File: src/rtl/uart_pkg.sv
// Shared register offsets, STATUS bit positions and TX state encoding.
package uart_pkg;

    localparam logic [3:0] OFF_TXDATA  = 4'h0;
    localparam logic [3:0] OFF_STATUS  = 4'h4;
    localparam logic [3:0] OFF_BAUDDIV = 4'h8;

    localparam int ST_BUSY      = 0;
    localparam int ST_FULL      = 1;
    localparam int ST_EMPTY     = 2;
    localparam int ST_COUNT_LSB = 4;

    typedef enum logic [1:0] {
        S_IDLE  = 2'd0,
        S_START = 2'd1,
        S_DATA  = 2'd2,
        S_STOP  = 2'd3
    } tx_state_t;

    // The STATUS count field is 4 bits wide; deeper FIFOs report 15.
    function automatic logic [3:0] sat_count(input logic [31:0] c);
        return (c > 32'd15) ? 4'd15 : c[3:0];
    endfunction

endpackage

File: src/rtl/sync_fifo.sv
// Single-clock FIFO; pointers carry one extra wrap bit to tell full from empty.
module sync_fifo #(
    parameter int WIDTH = 8,
    parameter int DEPTH = 8
) (
    input  logic                     clk,
    input  logic                     rst,
    input  logic                     push,
    input  logic                     pop,
    input  logic [WIDTH-1:0]         din,
    output logic [WIDTH-1:0]         dout,
    output logic                     full,
    output logic                     empty,
    output logic [$clog2(DEPTH):0]   count
);

    localparam int AW = $clog2(DEPTH);

    logic [AW:0]      wr_ptr;
    logic [AW:0]      rd_ptr;
    logic [WIDTH-1:0] mem [DEPTH];
    logic             do_push;
    logic             do_pop;

    // A push into a full FIFO is accepted only when a pop frees the slot in the same cycle.
    assign do_pop  = pop & ~empty;
    assign do_push = push & (~full | do_pop);

    assign empty = (wr_ptr == rd_ptr);
    assign full  = (wr_ptr[AW] != rd_ptr[AW]) && (wr_ptr[AW-1:0] == rd_ptr[AW-1:0]);
    assign count = wr_ptr - rd_ptr;
    assign dout  = mem[rd_ptr[AW-1:0]];

    // Pointer update; reset discards any queued contents.
    always_ff @(posedge clk or negedge rst) begin
        if (!rst) begin
            wr_ptr <= '0;
            rd_ptr <= '0;
        end else begin
            if (do_push) wr_ptr <= wr_ptr + 1'b1;
            if (do_pop)  rd_ptr <= rd_ptr + 1'b1;
        end
    end

    // Storage array, data only, no reset needed.
    always_ff @(posedge clk) begin
        if (do_push) mem[wr_ptr[AW-1:0]] <= din;
    end

endmodule

File: src/rtl/uart_tx_periph.sv
// Memory-mapped 8N1 UART transmitter: bus decode, registers, TX FIFO and shift FSM.
module uart_tx_periph
    import uart_pkg::*;
#(
    parameter logic [31:0] BASE_ADDR   = 32'h4000_0000,
    parameter int          FIFO_DEPTH  = 8,
    parameter logic [15:0] DEFAULT_DIV = 16'd868
) (
    input  logic        clk,
    input  logic        rst,
    input  logic        cpu_read_mem,
    input  logic        cpu_write_mem,
    input  logic [31:0] addr,
    input  logic [31:0] idata_from_cpu,
    output logic [31:0] odata_to_cpu,
    output logic        error,
    output logic        tx,
    output logic        irq_empty
);

    localparam int CW = $clog2(FIFO_DEPTH) + 1;

    logic          sel;
    logic [3:0]    off;
    logic [15:0]   baud_div;
    logic [15:0]   eff_div;
    logic [31:0]   status;
    logic [31:0]   rdata_n;
    logic          err_n;
    logic          push_ok;
    logic          baud_we;

    logic          fifo_full;
    logic          fifo_empty;
    logic [7:0]    fifo_dout;
    logic [CW-1:0] fifo_count;
    logic [CW-1:0] count_next;

    tx_state_t     state, state_n;
    logic [15:0]   cnt, cnt_n;
    logic [2:0]    idx, idx_n;
    logic [7:0]    shift_reg, shift_n;
    logic [15:0]   div_lat, div_n;
    logic          pop;
    logic          load;
    logic          tx_n;
    logic          busy;
    logic          unused_wdata;

    assign sel          = (addr[31:4] == BASE_ADDR[31:4]) & (cpu_read_mem | cpu_write_mem);
    assign off          = addr[3:0];
    assign eff_div      = (baud_div == 16'd0) ? 16'd1 : baud_div;
    assign busy         = (state != S_IDLE);
    assign count_next   = fifo_count + CW'(push_ok) - CW'(pop);
    assign unused_wdata = ^idata_from_cpu[31:16];

    sync_fifo #(
        .WIDTH (8),
        .DEPTH (FIFO_DEPTH)
    ) u_fifo (
        .clk   (clk),
        .rst   (rst),
        .push  (push_ok),
        .pop   (pop),
        .din   (idata_from_cpu[7:0]),
        .dout  (fifo_dout),
        .full  (fifo_full),
        .empty (fifo_empty),
        .count (fifo_count)
    );

    // STATUS word assembled from live FIFO/FSM state.
    always_comb begin
        status                         = '0;
        status[ST_BUSY]                = busy;
        status[ST_FULL]                = fifo_full;
        status[ST_EMPTY]               = fifo_empty;
        status[ST_COUNT_LSB +: 4]      = sat_count(32'(fifo_count));
    end

    // Bus decode: read data, access errors, FIFO push and divisor write enables.
    always_comb begin
        rdata_n = '0;
        err_n   = 1'b0;
        push_ok = 1'b0;
        baud_we = 1'b0;
        if (sel) begin
            if (cpu_read_mem && cpu_write_mem) begin
                err_n = 1'b1;
            end else if (cpu_read_mem) begin
                case (off)
                    OFF_TXDATA:  rdata_n = '0;
                    OFF_STATUS:  rdata_n = status;
                    OFF_BAUDDIV: rdata_n = {16'h0, baud_div};
                    default:     err_n   = 1'b1;
                endcase
            end else begin
                case (off)
                    OFF_TXDATA: begin
                        if (fifo_full && !pop) err_n   = 1'b1;
                        else                   push_ok = 1'b1;
                    end
                    OFF_BAUDDIV: baud_we = 1'b1;
                    default:     err_n   = 1'b1;
                endcase
            end
        end
    end

    // Registered bus response and the divisor register.
    always_ff @(posedge clk or negedge rst) begin
        if (!rst) begin
            odata_to_cpu <= '0;
            error        <= 1'b0;
            baud_div     <= DEFAULT_DIV;
        end else begin
            odata_to_cpu <= rdata_n;
            error        <= err_n;
            if (baud_we) baud_div <= idata_from_cpu[15:0];
        end
    end

    // TX FSM next state; STOP may chain straight into the next START when bytes are waiting.
    always_comb begin
        state_n = state;
        cnt_n   = cnt;
        idx_n   = idx;
        shift_n = shift_reg;
        div_n   = div_lat;
        pop     = 1'b0;
        load    = 1'b0;
        case (state)
            S_IDLE: begin
                load = ~fifo_empty;
            end
            S_START: begin
                if (cnt == 16'd0) begin
                    state_n = S_DATA;
                    idx_n   = 3'd0;
                    cnt_n   = div_lat - 16'd1;
                end else begin
                    cnt_n = cnt - 16'd1;
                end
            end
            S_DATA: begin
                if (cnt == 16'd0) begin
                    cnt_n = div_lat - 16'd1;
                    if (idx == 3'd7) state_n = S_STOP;
                    else             idx_n   = idx + 3'd1;
                end else begin
                    cnt_n = cnt - 16'd1;
                end
            end
            S_STOP: begin
                if (cnt == 16'd0) begin
                    state_n = S_IDLE;
                    load    = ~fifo_empty;
                end else begin
                    cnt_n = cnt - 16'd1;
                end
            end
            default: state_n = S_IDLE;
        endcase
        if (load) begin
            pop     = 1'b1;
            shift_n = fifo_dout;
            div_n   = eff_div;
            cnt_n   = eff_div - 16'd1;
            state_n = S_START;
        end
        case (state_n)
            S_START: tx_n = 1'b0;
            S_DATA:  tx_n = shift_n[idx_n];
            default: tx_n = 1'b1;
        endcase
    end

    // FSM control registers; tx and irq_empty are registered from next-state values.
    always_ff @(posedge clk or negedge rst) begin
        if (!rst) begin
            state     <= S_IDLE;
            cnt       <= '0;
            idx       <= '0;
            tx        <= 1'b1;
            irq_empty <= 1'b1;
        end else begin
            state     <= state_n;
            cnt       <= cnt_n;
            idx       <= idx_n;
            tx        <= tx_n;
            irq_empty <= (count_next == '0) && (state_n == S_IDLE);
        end
    end

    // Frame data and latched divisor, only meaningful while a frame is active.
    always_ff @(posedge clk) begin
        shift_reg <= shift_n;
        div_lat   <= div_n;
    end

endmodule

File: config.mk
export PLATFORM = sky130hd
export DESIGN_NAME = uart_tx_periph
export DESIGN_NICKNAME = d
export VERILOG_FILES = /design/src/rtl/uart_pkg.sv /design/src/rtl/sync_fifo.sv /design/src/rtl/uart_tx_periph.sv
export SDC_FILE = /design/constraint.sdc
export NUM_CORES = 1
export LEC_CHECK = 0
export CORE_AREA = 3 3 94 186
export CTS_CLUSTER_SIZE = 16
export DETAILED_ROUTE_END_ITERATION = 12
export DIE_AREA = 0 0 97 189
export GPL_TIMING_DRIVEN = 0
export PLACE_DENSITY = 0.72
export SETUP_SLACK_MARGIN = 0.3
export SLEW_MARGIN = 20
export SYNTH_ARGS = -nofsm -noshare
export SYNTH_HDL_FRONTEND = slang
export SYNTH_SLANG_ARGS = --single-unit
File: constraint.sdc
create_clock -name clk -period 4.8 [get_ports clk]
set_clock_uncertainty 0.1 [all_clocks]
set_input_delay 0.48 -clock clk [delete_from_list [all_inputs] [get_ports clk]]
set_output_delay 0.48 -clock clk [all_outputs]
set_load 0.05 [all_outputs]
==> implementation parameters <==
Parameter                              Value

Run status
  Result of the run ... complete, no violations

Floorplanning
  Area of the core region ... 16,300 um^2
  Chip height ... 189 um
  Width of the die ... 97 um
  Area of the die ... 18,300 um^2
  Placement row count ... 66
  I/O pins ... 103
  Initial core utilization ... 46.4%

Timing
  Worst hold slack ... 0.323 ns
  Final setup fails ... 0
  Period utilization ... 88.5%
  RSZ-0062 raised after global routing ... no
  Worst slew margin relative to its limit ... 30.5%
  Final Max Tran Viols ... 0
  Final setup slack of the worst path ... 0.551 ns
  Hold Violations, Final ... 0
  Clock period minus worst slack ... 4.25 ns
  Slew @ Worst Pin ... 1.04 ns
  Achievable Freq ... 235 MHz

Logic synthesis
  Flops & latches, synth ... 152
  Yosys top cell area share ... 31.9%
  Count of distinct cell types in the synthesized netlist ... 65
  Number of standard cells after synthesis ... 635
  Top cells by instance count after synthesis ... 80 x edfxtp_1, 57 x dfrtp_1, 53 x nor2_1
  Number of enable flip-flop cells after synthesis ... 80
  Synthesized area per cell ... 11.9 um^2
  Area of the mapped netlist ... 7540 um^2
  Post-synthesis async set-or-reset flop share ... 42.1%
  Dominant synthesized flop cell ... edfxtp_1
  Share of synthesized area occupied by flip-flops and latches ... 55.3%
  Top cell type by total area after synthesis ... edfxtp_1
  Dominant cells by area after synthesis ... edfxtp_1 32%, dfrtp_1 19%, mux4_2 4.8%
  Most repeated cell in the gate-level netlist after synthesis ... edfxtp_1
  Number of warnings reported in the yosys synthesis log ... 0

Detailed routing
  Detailed-route vias per instance ... 5.53
  Drt wl/cell ... 19.4 um
  Total vias in the final route ... 5,319
  Starting DRT DRC Count ... 222
  Count of unresolved DRC violations after routing ... 0
  Drt total wl ... 18,600 um
  Number of nets with antenna violations after routing ... 0
  Number of detailed-routing iterations run before antenna repair ... 5

Critical path
  Worst setup EP type ... flip-flop
  Worst stage delay on the critical path ... 0.52 ns
  Register-to-register path setup slack ... 0.55 ns
  Worst Path Arrival ... 4.50 ns
  Worst-path cell with the longest stage delay ... or4_4
  Critical path's top delay family ... buffers and inverters
  CP most frequent cell ... ha_1
  Crit path max fanout ... 26
  Category of the critical setup timing path ... flip-flop to flip-flop
  Worst setup SP type ... flip-flop
  Worst Path Required ... 5.05 ns
  Crit path buffers/inverters ... 8
  Chain of cells forming the critical path ... buf_6, clkbuf_8, inv_1, ha_1, nand3_2, o211ai_1, o22a_1, buf_6, clkinv_8, buf_4, buf_12, ha_1, inv_1, ha_1, a21o_1, a21oi_2, xor2_1, xnor2_1, or4_4, nor3_2

Power
  Pleak ... 3.61 nW
  Power density over the cells ... 339 nW/um^2
  Pwr Total ... 0.00316 W
  Largest voltage drop on the vdd net ... 0.286 mV

Global routing
  Initial antenna violation count ... 0
  Global-route wire length before repair ... 29,500 um
  Met1 Track Usage GR ... 19.3%
  Pin count of the biggest net entering global routing ... 57
  GRT Resource Usage Total ... 20.8%
  Gr busiest metal ... met2
  Overflow left after global routing ... 0
  Met3 track demand over resource in global routing ... 3.13%
  GR met2 Demand/Resource ... 41.7%
  Vias in the first global route ... 5,744

Placed design
  Last weighted congestion value of the routability-driven placer ... 0.931
  Worst slack at placement ... -0.691 ns
  Port Buffer Count ... 70
  HPWL Detailed ... 14,200 um

Final layout
  Fraction of final layout cells with drive strength greater than 1 ... 16.4%
  Antenna fix cells ... 0
  Area growth syn-to-layout ... 23.3%
  Number of fill cells ... 1,318
  Final design utilization ... 57.2%
  Fin nets ... 834
  Number of flip-flops under the largest register name ... 64

Clock tree
  Library cell used as clock root buffer ... clkbuf_16
  Total number of clock tree sinks ... 152
  Number of levels the H-tree was split into ... 4
  Clock Latency Late Sink ... 0.43 ns
  CTS tree ... yes
  CTS buffer count ... 17
  CTS clock-pin slew for the worst setup and hold paths ... 0.07 ns
  Number of buffers between clock root and the deepest sink ... 2

Min path
  Hold Path Class ... input port to asynchronous set/reset pin

Job
  Number of maximum-capacitance constraint violations ... 0
[worst register-to-register path, cell delays in order, from the launching register on]
cell      delay (ns)
dfrtp_1         0.39
buf_6           0.17
clkbuf_8        0.19
inv_1           0.10
ha_1            0.33
nand3_2         0.11
o211ai_1        0.18
o22a_1          0.16
buf_6           0.18
clkinv_8        0.09
buf_4           0.19
buf_12          0.17
ha_1            0.29
inv_1           0.04
ha_1            0.20
a21o_1          0.20
a21oi_2         0.14
xor2_1          0.19
xnor2_1         0.08
or4_4           0.52
nor3_2          0.13
[layout by cell type, fill, tap and decap left out, drive strengths merged, types with 6 or more instances in the layout]
cell and count:
mux2 16, xnor2 26, nand3 8, xor2 17
or4 6, and2 10, nor4 17, dfstp 7
edfxtp 80, nand2 48, or3 8, ha 19
dfxtp 8, o21ai 19, a211oi 22, clkbuf 49
a21oi 24, a22oi 7, dfrtp 57, and3 8
clkinv 8, nor3 20, buf 30, inv 30
conb 16, nor2 53, clkdlybuf4s50 69, mux4 16
[report_power, final]
part	switching, W	leakage [nW]	internal [W]
registers	0.0000463	1.61	0.00141
clock network	0.000584	0.287	0.000736
logic	0.000217	1.71	0.000164
total	0.000847	3.61	0.00231
[cell type report]
class	count	area [um^2]	area share, %
plain buffers	56	319	3.43
clock inverters	15	163	1.75
clock buffers	17	425	4.57
multi-input cells	417	3100	33.3
well taps	204	255	2.74
flip-flops and latches	152	4170	44.9
inverters	25	106	1.14
repair buffers	76	763	8.21
[cells by family (layout without fill, tap and decap cells)]
group | count (synthesis) | count (layout) | synth area share [%]
and+or+nand+nor | 204 | 204 | 14.4
DFF | 152 | 152 | 55.3
AOI/OAI and AO/OA | 98 | 98 | 8.74
buffers and inverters | 81 | 189 | 5.19
xor gates and xnor gates | 43 | 43 | 4.99
muxes | 35 | 35 | 7.57
adders and majority gates | 21 | 21 | 3.68
other | 1 | 16 | 0.0497
[metal layers]
| layer | vias up | routed length, um |
|---|---|---|
| li1 | 2513 | - |
| met1 | 2590 | 6070 |
| met5 | - | 0 |
| met2 | 159 | 11000 |
| met4 | 0 | 907 |
| met3 | 57 | 599 |
[path summary, 6_finish.rpt]
path,endpoint,startpoint,cells after the start
min,cnt[0],rst,2
max,irq_empty,u_fifo.rd_ptr[1],20
min in group clk,u_fifo.wr_ptr[3],u_fifo.wr_ptr[3],1
min reg2reg,u_fifo.wr_ptr[3],u_fifo.wr_ptr[3],1
max reg2reg,irq_empty,u_fifo.rd_ptr[1],20
max in group asynchronous,baud_div[9],rst,3
[metrics by stage]
| stage | instance area [um^2] | cells | setup TNS (ns) |
|---|---|---|---|
| floorplan | 7600 | 650 | 0 |
| global placement | 8550 | 924 | -3.71 |
| detailed placement | 8640 | 928 | -0.691 |
| CTS | 9270 | 961 | 0 |
| global route | 9300 | 962 | 0 |
| finish | 9300 | 962 | 0 |
[repair_timing]
action / CTS / global route
pin swaps: 0 / 0
setup buffers: 0 / 1
gates resized for setup: 9 / 7
hold endpoints to repair: 8 / 0
hold buffers: 1 / 0
endpoints found under the setup margin: 26 / 1
Power figures use the tool's default switching activity.
